`config.mk`:
```
export PLATFORM = sky130hd
export DESIGN_NAME = instr_fetch_queue
export DESIGN_NICKNAME = d
export VERILOG_FILES = /design/src/rtl/instr_fetch_queue.sv
export SDC_FILE = /design/constraint.sdc
export NUM_CORES = 1
export LEC_CHECK = 0
export ABC_CLOCK_PERIOD_IN_PS = 2140
export BUFFER_PORTS_ARGS = -buffer_cell sky130_fd_sc_hd__buf_2
export CORE_MARGIN = 2
export CORE_UTILIZATION = 59
export CTS_BUF_LIST = sky130_fd_sc_hd__clkbuf_2 sky130_fd_sc_hd__clkbuf_4 sky130_fd_sc_hd__clkbuf_8
export DETAILED_ROUTE_END_ITERATION = 7
export GPL_TIMING_DRIVEN = 0
export PLACE_DENSITY = 0.86
export SYNTH_ARGS = -nofsm -noshare
export SYNTH_HDL_FRONTEND = slang
export SYNTH_SLANG_ARGS = --single-unit
```
`constraint.sdc`:
```
create_clock -name clock -period 2.14 [get_ports clock]
set_input_delay 0.428 -clock clock [delete_from_list [all_inputs] [get_ports clock]]
set_output_delay 0.428 -clock clock [all_outputs]
set_load 0.01 [all_outputs]
```
`src/rtl/instr_fetch_queue.sv`:
```
// Instruction fetch queue between the fetch and decode stages: a DEPTH-entry FIFO of {instr, pc}.
// Optional stall statistics counter enabled by defining FETCH_QUEUE_STATS_EN.
module instr_fetch_queue #(
  parameter int DEPTH = 4
) (
  input  logic                     clock,
  input  logic                     reset_n,
  input  logic                     fetch_valid,
  input  logic [7:0]               fetch_instr,
  input  logic [7:0]               fetch_pc,
  output logic                     fetch_ready,
  output logic                     dec_valid,
  output logic [7:0]               dec_instr,
  output logic [7:0]               dec_pc,
  input  logic                     dec_ready,
  input  logic                     flush,
  output logic [$clog2(DEPTH):0]   count
`ifdef FETCH_QUEUE_STATS_EN
  ,
  output logic [7:0]               stall_cycles
`endif
);

  localparam int PW = $clog2(DEPTH);
  localparam int CW = PW + 1;
  localparam logic [CW-1:0] FULL_CNT = CW'(DEPTH);

  typedef enum logic [1:0] {EMPTY, PARTIAL, FULL} occ_e;

  occ_e          state_q, state_d;
  logic [PW-1:0] head_q, head_d;
  logic [PW-1:0] tail_q, tail_d;
  logic [CW-1:0] count_q, count_d;
  logic [7:0]    instrMem [DEPTH];
  logic [7:0]    pcMem    [DEPTH];
  logic          doPush;
  logic          doPop;

  // Handshake flags come only from registered occupancy, never from dec_ready.
  assign fetch_ready = (state_q != FULL);
  assign dec_valid   = (state_q != EMPTY);
  assign doPush      = fetch_valid & fetch_ready;
  assign doPop       = dec_valid & dec_ready;
  assign count       = count_q;
  assign dec_instr   = dec_valid ? instrMem[head_q] : 8'h00;
  assign dec_pc      = dec_valid ? pcMem[head_q]    : 8'h00;

  always_comb begin
    head_d  = head_q;
    tail_d  = tail_q;
    count_d = count_q;
    state_d = state_q;
    if (flush) begin
      head_d  = '0;
      tail_d  = '0;
      count_d = '0;
    end else begin
      if (doPush) tail_d = tail_q + PW'(1);
      if (doPop)  head_d = head_q + PW'(1);
      if (doPush && !doPop) begin
        count_d = count_q + CW'(1);
      end else if (!doPush && doPop) begin
        count_d = count_q - CW'(1);
      end
    end
    if (count_d == '0) begin
      state_d = EMPTY;
    end else if (count_d == FULL_CNT) begin
      state_d = FULL;
    end else begin
      state_d = PARTIAL;
    end
  end

  always_ff @(posedge clock) begin
    if (!reset_n) begin
      state_q <= EMPTY;
      head_q  <= '0;
      tail_q  <= '0;
      count_q <= '0;
    end else begin
      state_q <= state_d;
      head_q  <= head_d;
      tail_q  <= tail_d;
      count_q <= count_d;
    end
  end

  // Storage is never reset; the read muxes hide anything outside the valid window.
  always_ff @(posedge clock) begin
    if (doPush && !flush) begin
      instrMem[tail_q] <= fetch_instr;
      pcMem[tail_q]    <= fetch_pc;
    end
  end

`ifdef FETCH_QUEUE_STATS_EN
  logic [7:0] stall_q;

  always_ff @(posedge clock) begin
    if (!reset_n) begin
      stall_q <= '0;
    end else if (fetch_valid && !fetch_ready && (stall_q != 8'hFF)) begin
      stall_q <= stall_q + 8'd1;
    end
  end

  assign stall_cycles = stall_q;
`endif

endmodule
```
After elaboration in Yosys (flattened, before gate mapping). Memories as Yosys holds them, arrays and structs flattened. A register that Yosys moved wholly into a read port is not among the register bits. Cells that the tools add are included. Widths: inputs -> output; s select.

Memories kept: 2. Bits in writable memories: 64. Bits of input ports: 21. Logic and storage cells: 37. Register bits after elaboration: 9.

Eq/ne operators: 2. Mux-type cells: 12. Add/sub/neg operators: 4. Bitwise logic cells: 3. Reduce and logical (&&, ||, !) cells: 10.

Memories: instrMem (words 4, bits a word 8, read ports 1, clocked after Yosys merged registers in 1, write ports 1, line 34) `logic [7:0] instrMem [DEPTH];`; pcMem (words 4, bits a word 8, read ports 1, clocked after Yosys merged registers in 1, write ports 1, line 35) `logic [7:0] pcMem [DEPTH];`.

Operators with widths (count): $mux 8 (2); $mux 2 (5); $mux 3 (3); $add 2x1->2 const B (2); $reduce_or 2->1 (2); $add 3x1->3 const B (1); $eq 3x3->1 const B (1); $logic_and 1x1->1 (3); $logic_not 1->1 (3); $logic_not 3->1 (1); $sub 3x1->3 const B (1); $and 1x1->1 (2); $mux 1 (2); $ne 2x2->1 const B (1); $reduce_bool 2->1 (1); $not 1->1 (1).

Logic depth before layout (Yosys ltp). Gate-level depths: netlist of the first run.

Depth in word-level cells: 9. Depth in mapped cells: 7. Depth with buffers taken out: 7.

Worst setup path after synthesis of the first run. OpenSTA, ideal clock, no wires.

Path kind: register to output. Start point: reg with a tool-made name. End point: out dec_instr[4]. Arrival: 1.421 ns. Path buffers: 2. Cell stages (with the launch flop): 5. Path slack: 0.291 ns. Required time: 1.712 ns. Cells stage by stage: dfxtp_1 buf_2 buf_4 mux4_2 and2_1.

RTL lines: end, declared (line 13) `output logic [7:0] dec_instr,`.

==> metrics.cfg, run 1 <==
[detailed_routing]
wirelength_um=4980
post-route-drc-count=0
wl_per_cell_um=16.8
antenna_left=0
via_count=1609
first_pass_iters=4
drtIter0Drc=174
post_drt_via_cell_ratio=5.44

[worst_hold_path]
hold_class=in -> reg
holdPathEnd=pcMem[0][2]
hold_start=fetch_pc[2]
min_path_cells=1

[setup_path]
end_kind=output pin
r2r-end=pcMem[3][0]
worstSetupStartpointType=flop
path_max_fanout=5
r2r_cells=4
required_ps=1710
r2r_slack_ps=190
crit_type=reg -> out
critPathArrivalTime_ps=1700
reg2reg_from=state_q[0]

[synth]
synth_edf_count=64
synth_area_mm2=0.00303
synthCells=168
ys_warn_count=0
yosysTopAreaCell=edfxtp_1
synth_seq_area_share_pct=70.8
synth-seq-cells=75
syn_area_per_cell_um2=18.0
synth_area_leaders=edfxtp_1 (64%), mux4_2 (12%), dfxtp_1 (7.3%)
yosysUniqueCellTypes=33
post-synth-top-count-cell=edfxtp_1
yosysTopAreaCellShare_pct=63.5
synth_ff_type=edfxtp_1
synthArstFlopShare_pct=0
synthesis.nets=195
synth_common_cells=edfxtp_1 (64), and2_1 (21), mux4_2 (16)

[place]
port_buffers=41
place_area_mm2=0.00332
dp.cells=279
place_hpwl_um=3060
gp_congestion=0.731

[grt]
grt_pass1_vias=1519
overflow=0
grt_first_pass_wirelength_um=7270
track_usage_pct=18.5
antenna_found_initial=0
grt_max_degree=17

[sta]
final_min_period_over_clock_period_pct=99.5
relSlewSlack_pct=44.5
fmax_mhz=470
finalHoldViolations=0
finalSetupViolations=0
period_needed_ps=2130
skew_ps=14.5
grt_setup_unrepaired=yes
worst_pin_slew_ps=832
drv_slew=0

[cells_and_area]
syn_to_final_growth_pct=22.4
drive_above_1_share_pct=46.0
finalNetCount=248
final_cells=296
fillers=312
diodes=0
finalInstanceArea_mm2=0.00370

[clocking]
clock-sinks=75
cts_root_buffer=clkbuf_8
cts-buffers-inserted=9
clk_latency_ps=330
cts_tree=yes
htree_levels=3
clockBufferDepth=2
clkSlewWorstSetupHoldPaths_ps=80

[floorplanning]
die_x_um=75.6
rows=26
initial_core_util_pct=60.0
die_h_um=75.6
io_pins=42
coreArea_mm2=0.00504
dieArea_mm2=0.00572

[job]
cap_violations=0

[pwr]
p_leak_nw=1.32
max-vdd-ir-drop_v=0.000459
p_per_area_mw_per_mm2=775
power_mw=2.87

[outcome]
outcome=finished clean

==> how the worst max path moves through the flow <==
| stage | startpoint | end | slack, ps | cells past startpoint |
|---|---|---|---|---|
| 2_1_floorplan | flop | dec_instr[4] | 290 | 4 |
| 3_3_place_gp | flop | dec_pc[0] | 40 | 5 |
| 3_5_place_dp | flop | dec_pc[2] | 30 | 5 |
| 4_1_cts | flop | dec_instr[2] | -20 | 5 |
| 5_1_grt | flop | dec_pc[5] | -60 | 5 |
| 6_report | flop | dec_pc[3] | 10 | 5 |
==> where the power goes <==
| part | leakage (nW) | switching [mW] | total [mW] | internal, mW |
|---|---|---|---|---|
| Sequential | 0.672 | 0.0125 | 1.63 | 1.61 |
| Combinational | 0.554 | 0.114 | 0.235 | 0.121 |
| Clock | 0.0972 | 0.469 | 1.01 | 0.539 |
| Total | 1.32 | 0.595 | 2.87 | 2.28 |
==> through the flow <==
stage / setup TNS, ps / hold WS (ps) / util [%] / setup WS, ps
global route: -481 / 288 / 73.4 / -63.4
detailed placement: 0 / 493 / 65.8 / 30.4
global placement: 0 / 488 / 65.8 / 39.5
finish: 0 / 309 / 73.4 / 11.2
floorplan: 0 / 469 / - / 291
CTS: -68.1 / 290 / 71.2 / -16.5
==> state kept, by name (all words and copies together) (netlist names), named ones only <==
name / flops
tail_q: 2
instrMem: 32
head_q: 2
count: 3
state_q: 2
pcMem: 32
==> critical path, cell delays in order, from the launching register on <==
cell	delay (ps)
dfxtp_2	320
buf_6	130
buf_16	130
mux4_2	500
and2_4	180
buf_6	110
==> routing by layer <==
metal  routed length [um]  GRT usage (%)  up-vias
met3                  229           5.95        2
met5                    0              0        -
met4                   22           7.60        0
met1                 2130           23.0      807
li1                     -              -      751
met2                 2600           30.3       49
==> timing repair <==
action                     in CTS  in global routing
cloned                          1                  0
hold buffers                    0                  0
pin swaps                       1                  8
setup buffers                   2                  0
resized for setup              15                 28
setup endpoints to repair      17                 16
==> cells by family (layout without fill, tap and decap cells) <==
kind of cell	Yosys count	after routing	share of synthesized area [%]
xor gates and xnor gates	5	5	1.45
adders and majority gates	6	6	2.48
AOI/OAI and AO/OA	11	11	3.10
and+or+nand+nor	43	43	8.31
DFF	75	75	70.8
buffers and inverters	11	69	1.57
muxes	17	17	12.3
==> layout by cell type (no fill, tap or decap), drive strengths merged <==
cell       n
edfxtp    64
buf       47
and2      21
mux4      16
clkbuf    15
dfxtp     11
nor2       7
nand2      6
ha         6
inv        5
xor2       3
nand3      3
a211oi     3
o21ai      3
xnor2      2
a21oi      2
or2        1
nand2b     1
and3       1
mux2       1
nor4       1
o211a      1
nor3       1
nor2b      1
o221ai     1
a2111oi    1
clkinvlp   1
clkinv     1
==> final cells by class <==
| cell class | instances | area, um2 | share of cell area (%) |
|---|---|---|---|
| flip-flops and latches | 75 | 2140 | 57.9 |
| multi-input cells | 82 | 873 | 23.6 |
| repair buffers | 44 | 343 | 9.26 |
| clock buffers | 14 | 180 | 4.87 |
| well taps | 70 | 87.6 | 2.37 |
| plain buffers | 4 | 43.8 | 1.18 |
| inverters | 5 | 18.8 | 0.507 |
| clock inverters | 2 | 11.3 | 0.304 |
Note: power is estimated with default switching activity, not from simulation.
==> run 2, diff against run 1 <==
--- a/config.mk
+++ b/config.mk
@@ -7,11 +7,14 @@
 export LEC_CHECK = 0
 export ABC_CLOCK_PERIOD_IN_PS = 2140
 export BUFFER_PORTS_ARGS = -buffer_cell sky130_fd_sc_hd__buf_2
+export CELL_PAD_IN_SITES_DETAIL_PLACEMENT = 1
+export CELL_PAD_IN_SITES_GLOBAL_PLACEMENT = 2
 export CORE_MARGIN = 2
-export CORE_UTILIZATION = 59
+export CORE_UTILIZATION = 44
 export CTS_BUF_LIST = sky130_fd_sc_hd__clkbuf_2 sky130_fd_sc_hd__clkbuf_4 sky130_fd_sc_hd__clkbuf_8
 export DETAILED_ROUTE_END_ITERATION = 7
 export GPL_TIMING_DRIVEN = 0
+export HOLD_SLACK_MARGIN = 0.15
 export PLACE_DENSITY = 0.86
 export SYNTH_ARGS = -nofsm -noshare
 export SYNTH_HDL_FRONTEND = slang
==> run 2 against run 1 <==
Net effect:
- the run now ends with negative setup slack left
- flip-flop and latch count is the same
- final cell count grew 3.0%
- count of clock-buffer cells in the layout shrank 2
- wire length grew 13%
- critical endpoint is now dec_instr[1]
==> metrics.cfg, run 2 (synthesis gave the netlist of run 1 again) <==
[sta]
final_min_period_over_clock_period_pct=101
fmax_mhz=461
layout_setup_ws_ps=-27.6
drv_slew=0
relSlewSlack_pct=69.8
finalHoldViolations=0
grt_setup_unrepaired=yes
worst_pin_slew_ps=453
skew_ps=11.0
setup_tns_ps=-38.8
period_needed_ps=2170
hold_ws_ps=288
finalSetupViolations=3

[grt]
grt_first_pass_wirelength_um=9010
track_usage_pct=16.7
grt_pass1_vias=1781
met1_usage_pct=19.2
use_met2_pct=27.9
gr-usage-met3_pct=5.59
grt_max_degree=17
overflow=0
antenna_found_initial=0
busiest_layer=met2

[place]
gp_congestion=0.742
place_hpwl_um=3730
place_area_mm2=0.00333
port_buffers=41
dpl_worst_slack_ps=-3.47

[clocking]
htree_levels=3
cts_root_buffer=clkbuf_8
cts-buffers-inserted=9
clkSlewWorstSetupHoldPaths_ps=80
clk_latency_ps=350
clock-sinks=75
cts_tree=yes
cts_hold_buf=0
clockBufferDepth=2

[cells_and_area]
final_common_cell=edfxtp_1
layout_common_cells=edfxtp_1 (64), buf_2 (27), mux4_2 (16)
finalNetCount=247
final_util_pct=55.4
syn_to_final_growth_pct=23.1
diodes=0
drive_above_1_share_pct=48.0
finalInstanceArea_mm2=0.00372

[pwr]
p_per_area_mw_per_mm2=795
power_frac_comb_pct=7.9
p_sw_share_pct=21.3
p_leak_nw=1.33
seqPwrFrac_pct=54.9
power.switching_mw=0.630
pwr-share-clk_pct=37.1
max-vdd-ir-drop_v=0.000371
p_int_mw=2.33

[detailed_routing]
post-route-drc-count=0
first_pass_iters=4
post_drt_via_cell_ratio=5.25
wirelength_um=5630
antenna_left=0
via_count=1600
wl_per_cell_um=18.5
drtIter0Drc=113

[floorplanning]
die_x_um=86.9
dieArea_mm2=0.00756
io_pins=42
rows=30
coreArea_mm2=0.00672
initial_core_util_pct=45.0
die_h_um=86.9

[setup_path]
r2r_slack_ps=420
path_max_fanout=6
r2r_cells=4
required_ps=1710
critPathArrivalTime_ps=1740
crit_type=reg -> out
end_kind=output pin
reg2reg_from=state_q[0]
worstSetupStartpointType=flop
r2r-end=pcMem[3][6]

[worst_hold_path]
hold_start=fetch_pc[0]
min_path_cells=1
holdPathEnd=pcMem[1][0]
hold_class=in -> reg

[outcome]
violations=negative setup slack
outcome=finished, violations left

[job]
cap_violations=0

## run 2: repair_timing
action	in CTS	in global routing
buffers inserted	1	0
gates resized for setup	21	24
setup endpoints to repair	17	80
cloned	1	0
pin swaps	8	6
## run 2: per-stage QoR
stage,total power [mW],std cells
after global routing,3.06,305
after detailed placement,1.86,289
after CTS,2.97,305
after floorplan,1.77,168
after global placement,1.85,289
final,2.96,305
## run 2: power groups by stage
stage          clock network (mW)  registers, mW  logic, mW
3_5_place_dp                    0           1.66      0.197
2_1_floorplan                   0           1.66      0.115
4_1_cts                      1.13           1.63      0.216
3_3_place_gp                    0           1.66      0.192
6_report                     1.10           1.63      0.235
5_1_grt                      1.17           1.63      0.259
## run 2: how the worst max path moves through the flow
stage | from | slack (ps) | depth (start not counted) | end
final | flop | -30 | 5 | dec_instr[1]
after global placement | flop | 50 | 5 | dec_pc[2]
after global routing | flop | -80 | 5 | dec_instr[1]
after CTS | flop | -60 | 5 | dec_pc[7]
after floorplan | flop | 290 | 4 | dec_instr[4]
after detailed placement | flop | -3 | 5 | dec_instr[4]
## run 2: per-layer routing
metal / routed length, um / part of all wire (%)
met3: 259 / 4.6
met2: 2930 / 52
met5: 0 / 0
met1: 2310 / 41
met4: 136 / 2.4
## run 2: critical path, cell delays in order, from the launching register on
cell and delay [ps]:
dfxtp_2 330, buf_6 130, buf_8 140, mux4_2 520, and2_4 160, buf_6 110
## run 2: final cells by class
type	count	area, um2
inverter	5	18.8
tap	80	100
clock buffer	12	153
multi-input combinational	82	878
clock inverter	4	51.3
timing repair buffer	43	335
sequential	75	2140
buffer	4	43.8
fill	632	2990
==> run 3, diff against run 2 <==
==> constraint.sdc (replaced) <==
create_clock -name clock -period 2.14 [get_ports clock]
set_input_delay 0.107 -clock clock [delete_from_list [all_inputs] [get_ports clock]]
set_output_delay 0.107 -clock clock [all_outputs]
set_load 0.01 [all_outputs]
==> run 3 against run 2 <==
Net effect:
- the run now ends clean
- flip-flop and latch count unchanged
- via count up 4.3%
- fmax up 7.1%
- clock power about the same
- critical path type unchanged
==> metrics.cfg, run 3 (synthesis gave the netlist of run 1 again) <==
[job]
cap_violations=0

[setup_path]
worstSetupStartpointType=flop
required_ps=2030
path_max_fanout=10
crit_type=reg -> out
end_kind=output pin
slowest_delay_ps=520
crit_family=buffers and inverters
path_buf_inv=3
slowest_stage=mux4_2
critPathArrivalTime_ps=1920
cp_cell_sequence=clkbuf_4 > buf_6 > mux4_2 > and2_1 > buf_2

[floorplanning]
die_h_um=86.9
initial_core_util_pct=45.0
die_x_um=86.9
coreArea_mm2=0.00672
rows=30
dieArea_mm2=0.00756
io_pins=42

[sta]
skew_ps=7.48
finalSetupViolations=0
layout_setup_ws_ps=117
grt_setup_unrepaired=no
fmax_mhz=494
period_needed_ps=2020
worst_pin_slew_ps=453
final_min_period_over_clock_period_pct=94.5
setup_tns_ps=0
drv_slew=0
relSlewSlack_pct=69.8
finalHoldViolations=0

[grt]
track_usage_pct=16.8
grt_first_pass_wirelength_um=9090
overflow=0
antenna_found_initial=0
grt_max_degree=17
grt_pass1_vias=1832

[pwr]
p_leak_nw=1.35
max-vdd-ir-drop_v=0.000370
power_mw=2.95
p_per_area_mw_per_mm2=792

[cells_and_area]
final_common_cell=edfxtp_1
syn_to_final_growth_pct=23.1
layout_common_cells=edfxtp_1 (64), buf_2 (42), dlygate4sd3_1 (18)
diodes=0
drive_above_1_share_pct=36.8
final_cells=322
finalNetCount=264

[detailed_routing]
via_count=1668
antenna_left=0
first_pass_iters=4
post-route-drc-count=0
drtIter0Drc=72
wirelength_um=5730
wl_per_cell_um=17.8
post_drt_via_cell_ratio=5.18

[place]
dp.cells=289
gp_congestion=0.742
dpl_worst_slack_ps=122
port_buffers=41
place_hpwl_um=3730

[clocking]
htree_levels=3
clk_latency_ps=340
cts_root_buffer=clkbuf_8
clock-sinks=75
cts-buffers-inserted=9
cts_setup_buffers=0
cts_tree=yes
clkSlewWorstSetupHoldPaths_ps=80
clockBufferDepth=2

[outcome]
outcome=finished clean

[worst_hold_path]
hold_class=in -> reg

-- run 3: changes by cell type in the layout (fill, tap and decap cells not counted), sizes merged --
cell         before  now
dlygate4sd3       0   18
clkbuf           13   15
buf              46   43
-- run 3: cell type report --
type,count,area [um2]
tap,80,100
sequential,75,2140
inverter,5,18.8
clock buffer,12,153
clock inverter,4,51.3
buffer,5,32.5
multi-input combinational,82,841
fill,652,3000
timing repair buffer,59,385
-- run 3: worst register-to-register path, stage by stage (launching register included) --
cell,delay (ps)
dfxtp_1,400
nand2b_4,190
nand2_1,100
nor2_1,180
and2_2,470
-- run 3: metrics by stage --
stage | hold slack [ps] | cell area [um2] | util [%]
4_1_cts | 206 | 3710 | 55.3
6_report | 218 | 3720 | 55.4
2_1_floorplan | 206 | 3030 | -
5_1_grt | 260 | 3720 | 55.4
3_5_place_dp | 323 | 3330 | 49.6
3_3_place_gp | 323 | 3330 | 49.6
-- run 3: final timing paths --
kind | start | to | slack [ps] | cells past startpoint
min reg2reg | tail_q[1] | tail_q[1] | 510 | 2
min | dec_ready | head_q[0] | 220 | 4
max | flop | dec_instr[4] | 120 | 5
max reg2reg | state_q[0] | pcMem[3][3] | 430 | 4
-- run 3: what timing repair did --
item	in CTS	in global routing
pin swaps	0	0
resized for setup	1	7
endpoints found under the hold margin	66	0
hold buffers	18	0
gates cloned	0	0
endpoints found under the setup margin	10	74
-- run 3: routing by layer --
metal  vias up  global-route usage [%]  routed length, um
met5         -                       0                  0
met1       835                    19.3               2310
li1        779                       -                  -
met4         0                    7.95                 95
met3        10                    5.12                270
met2        44                    28.7               3050
-- run 3: where the power goes --
| part | total (mW) | internal, mW | switching [mW] |
|---|---|---|---|
| clock network | 1.10 | 0.597 | 0.504 |
| registers | 1.63 | 1.61 | 0.0134 |
| logic | 0.221 | 0.109 | 0.111 |
| total | 2.95 | 2.32 | 0.629 |
